### config.mk
export PLATFORM = sky130hd
export DESIGN_NAME = meas_word_serializer
export DESIGN_NICKNAME = d
export VERILOG_FILES = /design/src/rtl/meas_fifo_pkg.sv /design/src/rtl/meas_fifo_ram.sv /design/src/rtl/meas_word_serializer.sv
export SDC_FILE = /design/constraint.sdc
export NUM_CORES = 1
export LEC_CHECK = 0
export BUFFER_PORTS_ARGS = -buffer_cell sky130_fd_sc_hd__buf_2
export CAP_MARGIN = 40
export CORE_ASPECT_RATIO = 0.9
export CORE_MARGIN = 3
export CORE_UTILIZATION = 35
export CTS_CLUSTER_DIAMETER = 200
export DETAILED_ROUTE_END_ITERATION = 6
export REMOVE_ABC_BUFFERS = 1
export SETUP_SLACK_MARGIN = 0.5
export SLEW_MARGIN = 25
export SYNTH_ARGS = -nofsm -noshare
export SYNTH_HDL_FRONTEND = slang
export SYNTH_SLANG_ARGS = --single-unit
### constraint.sdc
create_clock -name clk_12mhz -period 3.4 [get_ports clk_12mhz]
set_input_delay 0.68 -clock clk_12mhz [delete_from_list [all_inputs] [get_ports clk_12mhz]]
set_output_delay 0.68 -clock clk_12mhz [all_outputs]
set_load 0.03 [all_outputs]
### src/rtl/meas_fifo_pkg.sv
// Shared constants and helpers for the measurement word FIFO and its byte serializer.
package meas_fifo_pkg;

  localparam int BYTE_W = 8;
  localparam logic [BYTE_W-1:0] RD_EMPTY_BYTE = 8'h00;

  // Ceiling log2; clog2(1) = 0.
  function automatic int clog2(input int v);
    int r;
    r = 0;
    for (int i = 0; i < 31; i++) begin
      if ((1 << i) < v) r = i + 1;
    end
    return r;
  endfunction

endpackage

### src/rtl/meas_fifo_ram.sv
// Word FIFO storage with wrap-around pointers and an exact level counter.
// Head word is read combinationally; the caller never pushes when full or pops when empty.
module meas_fifo_ram
  import meas_fifo_pkg::*;
#(
  parameter int BYTE_NUM = 3,
  parameter int DEPTH    = 16,
  localparam int WORD_W  = BYTE_W * BYTE_NUM,
  localparam int PTR_W   = clog2(DEPTH),
  localparam int LVL_W   = PTR_W + 1
) (
  input  logic              clk,
  input  logic              rst_n,
  input  logic              push,
  input  logic              pop,
  input  logic [WORD_W-1:0] wr_data,
  output logic [WORD_W-1:0] head_word,
  output logic [LVL_W-1:0]  level,
  output logic              full,
  output logic              empty
);

  logic [WORD_W-1:0] mem_q [DEPTH];
  logic [PTR_W-1:0]  wr_ptr_q, wr_ptr_d;
  logic [PTR_W-1:0]  rd_ptr_q, rd_ptr_d;
  logic [LVL_W-1:0]  level_q, level_d;

  always_comb begin
    wr_ptr_d = wr_ptr_q;
    rd_ptr_d = rd_ptr_q;
    level_d  = level_q;
    // DEPTH is a power of two, so the pointers wrap by plain overflow.
    if (push) wr_ptr_d = wr_ptr_q + PTR_W'(1);
    if (pop)  rd_ptr_d = rd_ptr_q + PTR_W'(1);
    if (push && !pop)      level_d = level_q + LVL_W'(1);
    else if (pop && !push) level_d = level_q - LVL_W'(1);
  end

  always_ff @(posedge clk or negedge rst_n) begin
    if (!rst_n) begin
      wr_ptr_q <= '0;
      rd_ptr_q <= '0;
      level_q  <= '0;
    end else begin
      wr_ptr_q <= wr_ptr_d;
      rd_ptr_q <= rd_ptr_d;
      level_q  <= level_d;
    end
  end

  always_ff @(posedge clk) begin
    if (push) mem_q[wr_ptr_q] <= wr_data;
  end

  assign head_word = mem_q[rd_ptr_q];
  assign level     = level_q;
  assign full      = (level_q == LVL_W'(DEPTH));
  assign empty     = (level_q == '0);

endmodule

### src/rtl/meas_word_serializer.sv
// Measurement FIFO streamed out one byte per rd_req, 1-cycle registered latency.
// Writes while full are dropped (sticky overflow) unless a word pops that cycle; empty reads return 00 (sticky underflow).
module meas_word_serializer
  import meas_fifo_pkg::*;
#(
  parameter int BYTE_NUM = 3,
  parameter int DEPTH    = 16,
  localparam int LVL_W   = clog2(DEPTH) + 1
) (
  input  logic                       clk_12mhz,
  input  logic                       rst_n,
  input  logic                       wr_en,
  input  logic [BYTE_W*BYTE_NUM-1:0] wr_data,
  input  logic                       rd_req,
  input  logic                       xfer_done,
  input  logic                       msb_first,
  input  logic                       keep_partial,
  input  logic                       clr_flags,
  output logic [BYTE_W-1:0]          rd_data,
  output logic                       rd_valid,
  output logic [LVL_W-1:0]           level,
  output logic                       empty,
  output logic                       full,
  output logic                       overflow,
  output logic                       underflow
);

  localparam int WORD_W = BYTE_W * BYTE_NUM;
  localparam int IDX_W  = (BYTE_NUM > 1) ? clog2(BYTE_NUM) : 1;
  localparam logic [IDX_W-1:0] LAST_IDX = IDX_W'(BYTE_NUM - 1);

  logic [IDX_W-1:0]  byte_idx_q, byte_idx_d, byte_sel;
  logic              order_q, order_d, eff_msb;
  logic [BYTE_W-1:0] rd_data_q, rd_data_d, head_byte;
  logic              rd_valid_q, rd_valid_d;
  logic              overflow_q, overflow_d;
  logic              underflow_q, underflow_d;
  logic              push, pop, ovf_set, unf_set;
  logic              ram_full, ram_empty;
  logic [WORD_W-1:0] head_word;

  meas_fifo_ram #(
    .BYTE_NUM (BYTE_NUM),
    .DEPTH    (DEPTH)
  ) u_ram (
    .clk       (clk_12mhz),
    .rst_n     (rst_n),
    .push      (push),
    .pop       (pop),
    .wr_data   (wr_data),
    .head_word (head_word),
    .level     (level),
    .full      (ram_full),
    .empty     (ram_empty)
  );

  // The order input is only sampled on the first byte of a word; later bytes use the latch.
  always_comb begin
    eff_msb   = (byte_idx_q == '0) ? msb_first : order_q;
    byte_sel  = eff_msb ? (LAST_IDX - byte_idx_q) : byte_idx_q;
    head_byte = '0;
    for (int k = 0; k < BYTE_NUM; k++) begin
      if (byte_sel == IDX_W'(k)) head_byte = head_word[BYTE_W*k +: BYTE_W];
    end
  end

  always_comb begin
    byte_idx_d = byte_idx_q;
    order_d    = order_q;
    rd_data_d  = rd_data_q;
    rd_valid_d = 1'b0;
    pop        = 1'b0;
    unf_set    = 1'b0;
    // An abort swallows any rd_req of the same cycle.
    if (xfer_done) begin
      if (byte_idx_q != '0) begin
        byte_idx_d = '0;
        pop        = !keep_partial;
      end
    end else if (rd_req) begin
      rd_valid_d = 1'b1;
      if (ram_empty) begin
        rd_data_d = RD_EMPTY_BYTE;
        unf_set   = 1'b1;
      end else begin
        rd_data_d = head_byte;
        order_d   = eff_msb;
        if (byte_idx_q == LAST_IDX) begin
          byte_idx_d = '0;
          pop        = 1'b1;
        end else begin
          byte_idx_d = byte_idx_q + IDX_W'(1);
        end
      end
    end
    // A pop frees a slot in the same cycle, so a write into a full FIFO is still taken.
    push        = wr_en && (!ram_full || pop);
    ovf_set     = wr_en && ram_full && !pop;
    overflow_d  = ovf_set || (overflow_q && !clr_flags);
    underflow_d = unf_set || (underflow_q && !clr_flags);
  end

  always_ff @(posedge clk_12mhz or negedge rst_n) begin
    if (!rst_n) begin
      byte_idx_q  <= '0;
      order_q     <= 1'b0;
      rd_data_q   <= '0;
      rd_valid_q  <= 1'b0;
      overflow_q  <= 1'b0;
      underflow_q <= 1'b0;
    end else begin
      byte_idx_q  <= byte_idx_d;
      order_q     <= order_d;
      rd_data_q   <= rd_data_d;
      rd_valid_q  <= rd_valid_d;
      overflow_q  <= overflow_d;
      underflow_q <= underflow_d;
    end
  end

  assign rd_data   = rd_data_q;
  assign rd_valid  = rd_valid_q;
  assign overflow  = overflow_q;
  assign underflow = underflow_q;
  assign empty     = ram_empty;
  assign full      = ram_full;

endmodule

Word level (Yosys, flattened, before mapping) --
Memory sizes are Yosys's and may differ from the RTL's. Index checks and enable logic that the tools add are counted.
Cells by class: add/sub/neg operators 6, equality and inequality tests 6, multiplexer cells 25, bitwise gates (word level) 2, reductions and logical operators 24
Operators by type and width (count):
- $mux W8 | 4
- $mux W1 | 13
- $mux W2 | 6
- $mux W5 | 2
- $add A4 B1 Y4 const B | 2
- $logic_and A1 B1 Y1 | 7
- $reduce_and A3 Y1 | 2
- $reduce_bool A2 Y1 | 3
- $add A5 B1 Y5 const B | 1
- $eq A5 B5 Y1 const B | 1
- $logic_not A1 Y1 | 5
- $logic_not A5 Y1 | 1
- $sub A5 B1 Y5 const B | 1
- $eq A2 B2 Y1 const B | 2
- $logic_not A2 Y1 | 2
- $logic_or A1 B1 Y1 | 3
- $add A2 B1 Y2 const B | 1
- $eq A2 B1 Y1 const B | 1
- $ne A2 B1 Y1 const B | 1
- $ne A2 B2 Y1 const B | 1
- $not A1 Y1 | 2
- $reduce_and A2 Y1 | 1
- $sub A2 B2 Y2 const A | 1
Storage, ports and cells: register bits 27, RAM bits 384, input port bits 32, logic and storage cells 73, memories kept 1
Memories:
- u_ram.mem_q | words 16, bits a word 24, read ports 1, clocked after Yosys merged registers in 0, wr ports 1, line meas_fifo_ram.sv:23 | logic [WORD_W-1:0] mem_q [DEPTH];

Longest topological paths before layout --
depth after elaboration 11, mapped depth 14, mapped depth without buffers 13

Hierarchy --
A second synthesis with hierarchy kept.
Second synthesis, totals: cells, all modules 774, area, all modules 16155.5 sq um
Modules (own cells, without submodules):
- meas_fifo_ram | times used 1, cells an instance 679, area each 15317.2 sq um, sequential area each 11856.4 sq um
- meas_word_serializer | times used 1, cells an instance 95, area each 838.3 sq um, sequential area each 350.3 sq um

Least setup slack after synthesis --
Ideal clock, no wire load.
kind input to register, from input xfer_done, to memory u_ram.mem_q[3][0] in the netlist's numbering (enable), arrival time 3.435 ns, slack -0.470 ns, cell stages on the path 7, path buffers 1, path through nand2b_1 -> buf_2 -> a21oi_2 -> nand2_1 -> a21boi_2 -> nand2_1 -> nor3_1
On the way: word-level cells in the longest chain between the ends 5
RTL lines:
- start: declaration | line meas_word_serializer.sv:15 | input logic xfer_done,
- $mux W1 | line meas_word_serializer.sv:75 | if (xfer_done) begin
- $logic_or A1 B1 Y1 | line meas_word_serializer.sv:97 | push = wr_en && (!ram_full || pop);
- $logic_and A1 B1 Y1 | line meas_word_serializer.sv:97
- net push | line meas_word_serializer.sv:38 | logic push, pop, ovf_set, unf_set;
- $mux W1 | line meas_fifo_ram.sv:52 | if (push) mem_q[wr_ptr_q] <= wr_data;
- $mux W1 (not written as such) | line meas_fifo_ram.sv:52
- end: declaration | line meas_fifo_ram.sv:23
The timed path passes the listed nets, and every way through them passes these cells.

Worst setup path in the final report --
from register byte_idx_q[0], to register rd_data_q[6] (netlist: rd_data[6])
On the way: word-level cells in the longest chain between the ends 8
RTL lines:
- start: declaration | line meas_word_serializer.sv:32 | logic [IDX_W-1:0] byte_idx_q, byte_idx_d, byte_sel;
- start signal: assignment | line meas_word_serializer.sv:112 | byte_idx_q <= byte_idx_d;
- parallel branches: the longest is 2 deep, another holds $sub A2 B2 Y2
- $mux W2 * | line meas_word_serializer.sv:60 | byte_sel = eff_msb ? (LAST_IDX - byte_idx_q) : byte_idx_q;
- $logic_not A2 Y1 | line meas_word_serializer.sv:63 | if (byte_sel == IDX_W'(k)) head_byte = head_word[BYTE_W*k +: BYTE_W];
- $mux W8 (2 in a row) | line meas_word_serializer.sv:63
- $mux W8 * | line meas_word_serializer.sv:63
- $mux W8 * | line meas_word_serializer.sv:82 | if (ram_empty) begin
- end signal: assignment | line meas_word_serializer.sv:114 | rd_data_q <= rd_data_d;
- end: declaration | line meas_word_serializer.sv:34 | logic [BYTE_W-1:0] rd_data_q, rd_data_d, head_byte;
Every way passes the cells marked *. A chain may end at the register's enable or synchronous reset.

==> flow_metrics.py <==
metrics = {
    "clocking": {
        "clock_tree.root_cell": "clkbuf_16",
        "cts.htree.levels": 2,
        "hold_buffers": 0,
        "worst_skew_pair.late_latency_ns": 0.54,
        "clockBufferDepth": 3,
        "cts_buffers": 41,
        "clkSinkCount": 411,
        "clk_pin_slew_worst_paths_ns": 0.06,
        "cts_tree": "yes",
    },
    "worst_setup_path": {
        "arrival_ns": 3.14,
        "r2r_cells": 8,
        "timing.rr.start": "byte_idx_q[0]",
        "crit_required_ns": 3.81,
        "critical_path.startpoint": "byte_idx_q[0]",
        "end_kind": "flop",
        "cp-start-kind": "flop",
        "path_class": "reg -> reg",
        "endpoint": "rd_data[6]",
        "crit_path_max_incr_delay_ns": 0.43,
        "crit_fanout": 10,
        "r2r_end": "rd_data[6]",
        "reg2reg_slack_ns": 0.67,
        "crit_chain": "inv_1 -> ha_1 -> mux2i_1 -> mux2i_1 -> nand2_1 -> a31oi_1 -> o21ai_0 -> a32o_1",
        "slowest_stage": "dfrtp_2",
        "cpMostUsedCell": "mux2i_1",
    },
    "layout": {
        "fill_cells": 4037,
        "area_growth_pct": 16.5,
        "fin_nets": 998,
        "final_common_cell": "edfxtp_1",
        "drive_above_1_share": 0.262,
        "fin_cells": 1590,
        "layout_common_cells": "edfxtp_1, mux2i_1, mux4_2",
    },
    "routing": {
        "first_iter_violations": 743,
        "firstDrtPassIters": 5,
        "viasPerCell": 5.13,
        "drt_wl_total_um": 37700,
        "drt.antenna.violating_nets": 0,
        "vias": 8151,
        "wl_per_cell_um": 23.7,
        "drc_errors": 0,
    },
    "synth": {
        "seq_area_frac_synth": 0.752,
        "yosysUniqueCellTypes": 41,
        "ys_warn_count": 0,
        "syn_area_mm2": 0.0162,
        "synth_seq_cells": 411,
        "synthCells": 851,
        "syn_avg_cell_area_um2": 19.1,
    },
    "global_routing": {
        "grt_max_degree": 35,
        "grt_pass1_wl_um": 56000,
        "grt_pass1_vias": 8555,
        "grt_antenna_before_repair": 1,
        "grt_usage": 0.156,
        "overflow": 0,
    },
    "pwr": {
        "leakagePower_nw": 6.35,
        "power_density_mw_per_mm2": 841,
        "total_power_mw": 15.9,
        "ir_worst_vdd_mv": 0.396,
    },
    "timing": {
        "hold_viol_final": 0,
        "fin_setup_tns_ns": 0,
        "finClkSkew_ns": 0.0159,
        "drv_slew": 0,
        "worst_hold_slack_ns": 0.185,
        "slew_headroom": 0.509,
        "fin_crit_ns": 2.73,
        "grt_setup_unrepaired": "false",
        "max_freq_ghz": 0.366,
        "tightest_slew_ns": 0.734,
        "setup_viol": 0,
        "fin_crit_sh": 0.804,
        "setup_slack_ns": 0.668,
    },
    "placement": {
        "dp.cells": 1512,
        "dp_hpwl_um": 21100,
        "io_buffers": 49,
        "gp_congestion": 0.757,
        "dp_slack_ns": 0.378,
    },
    "flow_run": {
        "maxCapViolations": 0,
    },
    "die": {
        "fp.dieArea_mm2": 0.0490,
        "die_y_um": 210,
        "core_mm2": 0.0456,
        "rows": 74,
        "initial_core_util": 0.356,
        "die_w_um": 233,
        "pin_count": 50,
    },
    "worst_hold_path": {
        "hold_class": "in -> async",
    },
    "run_status": {
        "outcome": "complete, no violations",
    },
}
## where the power goes
part / total, mW / switching, mW / leakage, nW / internal, mW
clock: 4.32 / 1.82 / 0.628 / 2.50
sequential: 6.54 / 0.377 / 3.80 / 6.16
combinational: 5.03 / 2.96 / 1.93 / 2.07
## synth_stat cells
cell type    n  area, um2
edfxtp_1   384      11500
mux2i_1     74        741
mux4_2      65       1460
nand2_1     49        184
nand3_1     38        190
nor2_1      30        113
dfrtp_1     27        676
a22oi_1     22        165
a21oi_1     19       95.1
buf_2       16       80.1
ha_1        15        188
clkbuf_1    12       45.0
inv_1       12       45.0
mux2_2      10        113
xnor2_1      9       78.8
a211oi_1     7       52.6
buf_4        7       52.6
o21ai_0      7       35.0
o31ai_1      7       52.6
nand2b_1     6       37.5
buf_6        5       56.3
nor2b_1      4       25.0
nor3_1       4       20.0
and2_1       3       18.8
a32o_1       2       20.0
xor2_1       2       17.5
a21boi_2     1       11.3
a21o_1       1       7.51
a21oi_2      1       8.76
a22o_1       1       8.76
a31oi_1      1       6.26
and2b_1      1       7.51
buf_1        1       3.75
fa_1         1       20.0
nand4_1      1       6.26
nor4_1       1       6.26
nor4b_2      1       15.0
o2111ai_1    1       8.76
o21a_1       1       7.51
o21ai_1      1       5.00
or4_1        1       7.51
## worst max-delay path: cells and delay by family (launching register included)
kind | cells | cell delay, ns
AOI/OAI and AO/OA | 3 | 0.87
adders and majority gates | 1 | 0.21
buffers and inverters | 1 | 0.12
DFF | 1 | 0.43
muxes | 2 | 0.56
and+or+nand+nor | 1 | 0.42
## stage by stage
step           instance area [um2]   util
2_1_floorplan                16000      -
5_1_grt                      18900  0.415
3_3_place_gp                 17600  0.386
4_1_cts                      18800  0.414
3_5_place_dp                 17600  0.386
6_report                     18900  0.415
## kinds of logic (layout without fill, tap and decap cells)
| kind of cell | Yosys count | in the layout | synth area share |
|---|---|---|---|
| other cells | 0 | 1 | 0 |
| flops | 411 | 411 | 0.752 |
| simple gates | 139 | 139 | 0.0389 |
| buf+inv | 53 | 183 | 0.0174 |
| mux | 149 | 149 | 0.143 |
| xor+xnor | 11 | 11 | 0.00594 |
| compound gates | 72 | 72 | 0.0298 |
| fa+ha+maj | 16 | 16 | 0.0128 |
## flip-flops by register name, summed over array words and instances (netlist names), 2 cells and up
name,cells
byte_idx_q,2
u_ram.wr_ptr_q,4
rd_data,8
u_ram.level,5
u_ram.rd_ptr_q,4
u_ram.mem_q,384
## worst min-delay path by stage
stage,cells after the start,endpoint,slack (ns)
floorplan,0,byte_idx_q[0],0.38
global placement,2,rd_data[0],0.46
detailed placement,2,rd_data[0],0.48
CTS,1,rd_data[0],0.19
global route,1,rd_data[0],0.22
finish,1,rd_data[0],0.18
## routing by layer
layer,wire length [um],track usage,vias up
met5,15,0,-
met4,999,0.0518,2
met3,1780,0.0242,65
met2,18200,0.248,197
met1,16700,0.221,4287
li1,-,-,3600
## layout make-up
type                       instances  area [um2]  area share
multi-input combinational        387        3880       0.205
antenna                            1        2.50    0.000132
inverter                          12        45.0     0.00238
sequential                       411       12200       0.647
clock inverter                    16         129     0.00682
tap                              608         761      0.0403
clock buffer                      58        1140      0.0604
timing repair buffer              97         718      0.0380
## timing repair
item,in CTS,in global routing
setup buffers,0,3
setup endpoints to repair,1,160
pin swaps,0,3
gates resized for setup,1,8
(Power assumes the default switching activity.)
